===== config.mk =====
export PLATFORM = sky130hd
export DESIGN_NAME = fsm_run_controller
export DESIGN_NICKNAME = d
export VERILOG_FILES = /design/src/rtl/fsm_run_controller.sv
export SDC_FILE = /design/constraint.sdc
export NUM_CORES = 1
export LEC_CHECK = 0
export CORE_AREA = 2 2 97 99
export DETAILED_ROUTE_END_ITERATION = 7
export DIE_AREA = 0 0 99 101
export SYNTH_ARGS = -nofsm -noshare
export SYNTH_HDL_FRONTEND = slang
export SYNTH_SLANG_ARGS = --single-unit

===== constraint.sdc =====
create_clock -name clk -period 6 [get_ports clk]
set_clock_uncertainty 0.1 [all_clocks]
set_input_delay 0.9 -clock clk [delete_from_list [all_inputs] [get_ports clk]]
set_output_delay 0.9 -clock clk [all_outputs]
set_load 0.02 [all_outputs]

===== src/rtl/fsm_run_controller.sv =====
// Initiator for the simple_fsm run handshake: issues one enable pulse per requested run,
// tracks IDLE->RUN->DONE->IDLE, counts completed runs and latches sticky errors.
module fsm_run_controller #(
   parameter int unsigned CNT_W   = 8,
   parameter int unsigned TIMEOUT = 15
) (
   input  logic             clk,
   input  logic             reset,
   input  logic             start,
   input  logic [CNT_W-1:0] num_runs,
   input  logic             clear,
   input  logic [1:0]       fsm_state,
   output logic             enable,
   output logic             busy,
   output logic             done,
   output logic [CNT_W-1:0] runs_done,
   output logic             error,
   output logic [1:0]       err_code
);

   localparam int unsigned TW = (TIMEOUT < 2) ? 1 : $clog2(TIMEOUT);
   localparam logic [TW-1:0] TMO_LAST = TW'(TIMEOUT - 1);

   localparam logic [1:0] S_IDLE = 2'b00;
   localparam logic [1:0] S_RUN  = 2'b01;
   localparam logic [1:0] S_DONE = 2'b10;
   localparam logic [1:0] S_ILL  = 2'b11;

   localparam logic [1:0] ERR_SEQ = 2'b01;
   localparam logic [1:0] ERR_TMO = 2'b10;
   localparam logic [1:0] ERR_ILL = 2'b11;

   typedef enum logic [2:0] {
      C_IDLE,
      C_ISSUE,
      C_WAIT_RUN,
      C_WAIT_DONE,
      C_WAIT_IDLE,
      C_FINISH,
      C_ERROR
   } state_e;

   state_e           state_q;
   logic             enable_q;
   logic             busy_q;
   logic             done_q;
   logic             error_q;
   logic [1:0]       err_code_q;
   logic [CNT_W-1:0] runs_done_q;
   logic [CNT_W-1:0] target_q;
   logic [TW-1:0]    tmo_q;

   logic             adv;
   logic             viol;
   logic [CNT_W-1:0] runs_inc;
   logic             tmo_hit;

   assign runs_inc = runs_done_q + CNT_W'(1);
   assign tmo_hit  = (tmo_q == TMO_LAST);

   // Each wait state has one expected code to move on and one code that breaks the sequence.
   always_comb begin
      adv  = 1'b0;
      viol = 1'b0;
      case (state_q)
         C_WAIT_RUN: begin
            adv  = (fsm_state == S_RUN);
            viol = (fsm_state == S_DONE);
         end
         C_WAIT_DONE: begin
            adv  = (fsm_state == S_DONE);
            viol = (fsm_state == S_IDLE);
         end
         C_WAIT_IDLE: begin
            adv  = (fsm_state == S_IDLE);
            viol = (fsm_state == S_RUN);
         end
         default: ;
      endcase
   end

   always_ff @(posedge clk or negedge reset) begin
      if (!reset) begin
         state_q     <= C_IDLE;
         enable_q    <= 1'b0;
         busy_q      <= 1'b0;
         done_q      <= 1'b0;
         error_q     <= 1'b0;
         err_code_q  <= '0;
         runs_done_q <= '0;
         target_q    <= '0;
         tmo_q       <= '0;
      end else begin
         enable_q <= 1'b0;
         done_q   <= 1'b0;
         case (state_q)
            C_IDLE: begin
               if (start) begin
                  if (num_runs == '0) begin
                     runs_done_q <= '0;
                     done_q      <= 1'b1;
                     state_q     <= C_FINISH;
                  end else if (fsm_state == S_IDLE) begin
                     target_q    <= num_runs;
                     runs_done_q <= '0;
                     enable_q    <= 1'b1;
                     busy_q      <= 1'b1;
                     state_q     <= C_ISSUE;
                  end else begin
                     error_q    <= 1'b1;
                     err_code_q <= (fsm_state == S_ILL) ? ERR_ILL : ERR_SEQ;
                     state_q    <= C_ERROR;
                  end
               end
            end
            C_ISSUE, C_WAIT_RUN, C_WAIT_DONE, C_WAIT_IDLE: begin
               if (clear) begin
                  busy_q  <= 1'b0;
                  state_q <= C_IDLE;
               end else if (fsm_state == S_ILL) begin
                  busy_q     <= 1'b0;
                  error_q    <= 1'b1;
                  err_code_q <= ERR_ILL;
                  state_q    <= C_ERROR;
               end else if (state_q == C_ISSUE) begin
                  tmo_q   <= '0;
                  state_q <= C_WAIT_RUN;
               end else if (viol) begin
                  busy_q     <= 1'b0;
                  error_q    <= 1'b1;
                  err_code_q <= ERR_SEQ;
                  state_q    <= C_ERROR;
               end else if (adv) begin
                  tmo_q <= '0;
                  case (state_q)
                     C_WAIT_RUN:  state_q <= C_WAIT_DONE;
                     C_WAIT_DONE: state_q <= C_WAIT_IDLE;
                     default: begin
                        runs_done_q <= runs_inc;
                        if (runs_inc == target_q) begin
                           busy_q  <= 1'b0;
                           done_q  <= 1'b1;
                           state_q <= C_FINISH;
                        end else begin
                           enable_q <= 1'b1;
                           state_q  <= C_ISSUE;
                        end
                     end
                  endcase
               end else if (tmo_hit) begin
                  busy_q     <= 1'b0;
                  error_q    <= 1'b1;
                  err_code_q <= ERR_TMO;
                  state_q    <= C_ERROR;
               end else begin
                  tmo_q <= tmo_q + TW'(1);
               end
            end
            C_FINISH: begin
               state_q <= C_IDLE;
            end
            C_ERROR: begin
               if (clear) begin
                  error_q    <= 1'b0;
                  err_code_q <= '0;
                  state_q    <= C_IDLE;
               end
            end
            default: begin
               busy_q  <= 1'b0;
               state_q <= C_IDLE;
            end
         endcase
      end
   end

   assign enable    = enable_q;
   assign busy      = busy_q;
   assign done      = done_q;
   assign runs_done = runs_done_q;
   assign error     = error_q;
   assign err_code  = err_code_q;

endmodule

## After elaboration in Yosys (flattened, before gate mapping)

Index checks and enable logic that the tools add are counted.

| word-level totals | value |
|---|---|
| bits in registers | 29 |
| input port bits | 14 |

| operators by class | value |
|---|---|
| $add $sub $neg | 2 |
| eq/ne operators | 33 |
| muxes and demuxes | 85 |
| bitwise logic cells | 4 |
| reductions and logical operators | 14 |

Operator list:

| kind | number |
|---|---|
| 8-bit two-way mux | 9 |
| 1-bit two-way mux | 40 |
| 3-bit two-way mux | 11 |
| 2-bit two-way mux | 11 |
| 2-bit inequality test (second input constant) | 11 |
| 6-bit inequality test (second input constant) | 3 |
| 9-bit AND reduction | 2 |
| 4-bit two-way mux | 4 |
| 8-bit case mux with 2 select lines | 1 |
| 4-bit inequality test (second input constant) | 3 |
| 1-bit case mux with 3 select lines | 4 |
| 3-bit == test (second input constant) | 3 |
| 3-bit case mux with 3 select lines | 1 |
| 8-bit by 1-bit adder with 8-bit output (second input constant) | 1 |
| 8-bit == test | 1 |
| 8-bit zero test | 1 |
| 8-bit AND reduction | 1 |
| 7-bit inequality test (second input constant) | 1 |
| 3-bit by 2-bit == test with 1-bit output (second input constant) | 2 |
| 3-bit inequality test (second input constant) | 2 |
| 2-bit case mux with 3 select lines | 1 |
| 3-bit case mux with 2 select lines | 1 |
| 5-bit AND reduction | 1 |
| 4-bit by 1-bit adder with 4-bit output (second input constant) | 1 |
| other kinds (16) | 22 |

## Logic depth before layout (Yosys ltp)

| logic depth | value |
|---|---|
| depth after elaboration | 10 |
| depth in mapped cells | 8 |
| mapped depth without buffers | 8 |

## Worst setup path after synthesis

OpenSTA, ideal clock, no wires.

| timing | value |
|---|---|
| path kind | in2reg |
| start point | input fsm_state[1] |
| end point | register err_code_q[0] (netlist: err_code[0]) |
| setup time | 125 ps |
| data arrival time | 2,444 ps |
| required time | 5,775 ps |
| setup slack | 3,331 ps |
| stages | 7 |
| buffers on the path | 1 |
| cell sequence | buf_6 > nor2_4 > nand3_1 > and3_4 > a211o_1 > a221oi_4 > mux2_4 |

| between the ends | value |
|---|---|
| word-level cells in the longest chain between the ends | 7 |
| elaborated cells on any way between the ends | 16 |
| classes of those cells | eq/ne: 7; mux: 7; reduce/logical: 2 |

Ends and longest elaborated chain:

| element | RTL line | RTL |
|---|---|---|
| start, declared | 12 | `input logic [1:0] fsm_state,` |
| 2-bit by 1-bit == test with 1-bit output (tied with other cells) | 67, 76 |  |
| 1-bit case mux with 3 select lines | 65 | `case (state_q)` |
| 2-bit two-way mux | 128 | `end else if (viol) begin` |
| 2-bit two-way mux | 125 | `end else if (state_q == C_ISSUE) begin` |
| 2-bit two-way mux | 120 | `end else if (fsm_state == S_ILL) begin` |
| 2-bit two-way mux | 117 | `if (clear) begin` |
| 2-bit case mux with 3 select lines | 96 | `case (state_q)` |
| end signal, assigned | 111 | `err_code_q <= (fsm_state == S_ILL) ? ERR_ILL : ERR_SEQ;` |
| end, declared | 48 | `logic [1:0] err_code_q;` |

Parallel ways exist; a longest one is shown, timed or not. The select of a mux whose other input is x is not followed.
A chain may end at the register's enable or synchronous reset.

## Final worst setup path

| timing | value |
|---|---|
| start point | input fsm_state[0] |
| end point | register error_q (netlist: error) |

| between the ends | value |
|---|---|
| word-level cells in the longest chain between the ends | 7 |
| elaborated cells on any way between the ends | 16 |
| classes of those cells | eq/ne: 7; mux: 7; reduce/logical: 2 |

Ends and longest elaborated chain:

| element | RTL line | RTL |
|---|---|---|
| 2-bit by 1-bit == test with 1-bit output (tied with other cells) | 67, 76 |  |
| 1-bit case mux with 3 select lines | 65 |  |
| 1-bit two-way mux | 128 |  |
| 1-bit two-way mux | 125 |  |
| 1-bit two-way mux | 120 |  |
| 1-bit two-way mux | 117 |  |
| 1-bit case mux with 3 select lines | 96 |  |
| end signal, assigned | 110 | `error_q <= 1'b1;` |
| end signal, assigned | 122 | `error_q <= 1'b1;` |
| end signal, assigned | 130 | `error_q <= 1'b1;` |
| end, declared | 47 | `logic error_q;` |

Parallel ways exist; a longest one is shown, timed or not. The select of a mux whose other input is x is not followed.

==> results.json <==
{
  "status": "finished clean",
  "internal_power_mw": 0.657,
  "cts_root_buf": "clkbuf_8",
  "cts_tree": "done",
  "path_class": "in -> reg",
  "grt_pass1_wl_um": 9290,
  "switching_share_pct": 43.4,
  "die_area_mm2": 0.0100,
  "max_slew_margin_pct": 44.7,
  "clk_latency_ps": 280,
  "yosys_warnings": 0,
  "post-route-min-period_ps": 3530,
  "n_fill_cell": 930,
  "start_util_pct": 24.4,
  "syn_avg_cell_area_um2": 8.69,
  "ff2ff_path_depth": 5,
  "dr.first_iter.drc_count": 85,
  "ctsHoldBuffers": 0,
  "globalplace.congestion": 0.879,
  "cpPeakStageDelay_ps": 830,
  "max_cap_viol_count": 0,
  "timing.fmax_mhz": 284,
  "synthArstFlopShare_pct": 100,
  "drc": 0,
  "cts_setup_buffers": 0,
  "antenna_left": 0,
  "cp-end-kind": "flop",
  "gr-total-overflow": 0,
  "cp_data_arrival_time_ps": 3590,
  "worstMarginPinSlew_ps": 826,
  "hold_depth": 1,
  "wl_met2_um": 2530,
  "final_area_mm2": 0.00263,
  "crit_chain": "clkdlybuf4s50_1 > nor2_4 > nand3_1 > and3_4 > a211o_1 > a221oi_4 > mux2_4",
  "grt_max_degree": 32,
  "clk_path_buf_depth": 2,
  "comb_power_share_pct": 51.3,
  "fin_setup_tns_ps": 0,
  "placed_cell_area_mm2": 0.00254,
  "wl_per_cell_um": 14.1,
  "vias": 1994,
  "critPathRequiredTime_ps": 6060,
  "syn_inst": 252,
  "nets": 289,
  "antenna_found_initial": 0,
  "drv_slew": 0,
  "p_switching_mw": 0.505,
  "fin_crit_sh_pct": 58.8,
  "critPathLaunchType": "input port",
  "syn_nets": 269,
  "top_layer": "met4",
  "die_w_um": 99,
  "ys_seq_elements": 29,
  "io_buffers": 27,
  "synth-edff-count": 0,
  "critPathSlowestCell": "clkdlybuf4s50_1",
  "met1_length_um": 2520,
  "viasPerCell": 5.21,
  "finalHoldViolations": 0,
  "grt_usage_pct": 11.4,
  "post_cts_resized": 0,
  "cts_buffers": 5,
  "final_common_cell": "dfrtp_1",
  "fp-row-count": 35,
  "synthFlopType": "dfrtp_1",
  "mappedNetlistArea_mm2": 0.00219,
  "pwr_density_cell_mw_per_mm2": 443,
  "leakagePower_nw": 1.02,
  "clk_pin_slew_worst_paths_ps": 60,
  "syn_to_final_growth_pct": 19.9,
  "finalSetupViolations": 0,
  "synth.distinct_cells": 66,
  "layout_common_cells": "dfrtp_1, clkdlybuf4s50_1, nand2_1",
  "htreeDepth": 2,
  "clock_power_share_pct": 13.8,
  "p_seq_share_pct": 34.9,
  "hpwl_um": 4050,
  "grt_pass1_vias": 1848,
  "hold_path_class": "reg -> reg",
  "vdd_drop_max_mv": 0.106,
  "met3_length_um": 301,
  "rsz0062_at_grt": "no",
  "io-pin-count": 28,
  "core_mm2": 0.00898,
  "drive_above_1_share_pct": 9.56,
  "cts.sinks": 29,
  "seq_area_frac_synth_pct": 33.1,
  "drt_pass1_iterations": 4,
  "crit_fanout": 23,
  "die_h_um": 101,
  "n_antenna_cell": 0,
  "wirelength_um": 5410
}
-- per-stage QoR --
step / total power [mW] / utilization, % / instances / setup WS, ps / hold slack, ps
after floorplan: 0.837 / - / 252 / 3330 / 346
after global placement: 1.00 / 28.3 / 376 / 2220 / 360
after detailed placement: 1.00 / 28.3 / 376 / 2230 / 371
after CTS: 1.17 / 29.3 / 383 / 2520 / 382
after global routing: 1.27 / 29.3 / 383 / 2290 / 396
final: 1.16 / 29.3 / 383 / 2470 / 383
-- sequential cells by signal, summed over array words and instances, names as in the netlist --
name and cells:
tmo_q 4, target_q 8, error 1, runs_done 8
enable 1, err_code 2, state_q 3, done 1
busy 1
-- layout make-up --
class,instances,area [um2],area share [%]
repair buffers,28,278,10.6
flip-flops and latches,29,726,27.6
multi-input cells,201,1370,52.2
clock buffers,7,86.3,3.29
well taps,111,139,5.29
inverters,7,26.3,1.00
-- critical path: cells and delay by family --
family / cells / cell delay, ps
simple gates: 3 / 840
buf+inv: 1 / 830
compound gates: 2 / 670
mux: 1 / 330
-- metal layers --
metal | global-route usage (%) | up-vias
met4 | 2.85 | 0
met3 | 2.36 | 6
li1 | - | 984
met1 | 15.5 | 956
met2 | 18.6 | 48
met5 | 0 | -
-- Yosys cell counts, drive strengths merged (4+ instances only) --
| cell type | n | area (um2) |
|---|---|---|
| xor2 | 4 | 35.0 |
| dfrtp | 29 | 726 |
| a22oi | 6 | 45.0 |
| nor3 | 6 | 30.0 |
| inv | 7 | 26.3 |
| clkbuf | 9 | 33.8 |
| nand3 | 12 | 60.1 |
| nand4 | 5 | 31.3 |
| nor2b | 6 | 37.5 |
| o21ai | 20 | 100 |
| nor4 | 4 | 25.0 |
| mux2 | 11 | 135 |
| xnor2 | 7 | 61.3 |
| nand2 | 24 | 90.1 |
| buf | 6 | 33.8 |
| a21o | 6 | 45.0 |
| nor2 | 11 | 48.8 |
| o31ai | 5 | 37.5 |
| or3 | 7 | 43.8 |
| a21oi | 14 | 73.8 |
-- cell families (layout without fill, tap and decap cells) --
kind of cell    after synthesis  in the layout  share of synthesized area (%)
simple gates                 95             95                           24.3
flops                        29             29                           33.1
buf+inv                      22             42                           4.28
mux                          13             13                           7.08
xor+xnor                     11             11                           4.40
compound gates               79             79                           25.1
fa+ha+maj                     3              3                           1.71
-- final timing paths --
check                              from            to  slack [ps]
max                        fsm_state[0]         error        2470
min                            tmo_q[3]      tmo_q[3]         380
max reg2reg                  state_q[0]  runs_done[2]        3190
min reg2reg                    tmo_q[3]      tmo_q[3]         380
max in group asynchronous         reset   target_q[1]        4610
min in group asynchronous         reset  runs_done[3]         910
-- power groups by stage --
stage          registers, mW  clock network, mW  logic (mW)
6_report               0.405              0.161       0.596
3_3_place_gp           0.408                  0       0.595
5_1_grt                0.427              0.175       0.664
3_5_place_dp           0.408                  0       0.594
4_1_cts                0.405              0.167       0.597
2_1_floorplan          0.357                  0       0.480
Note: power is estimated with default switching activity, not from simulation.
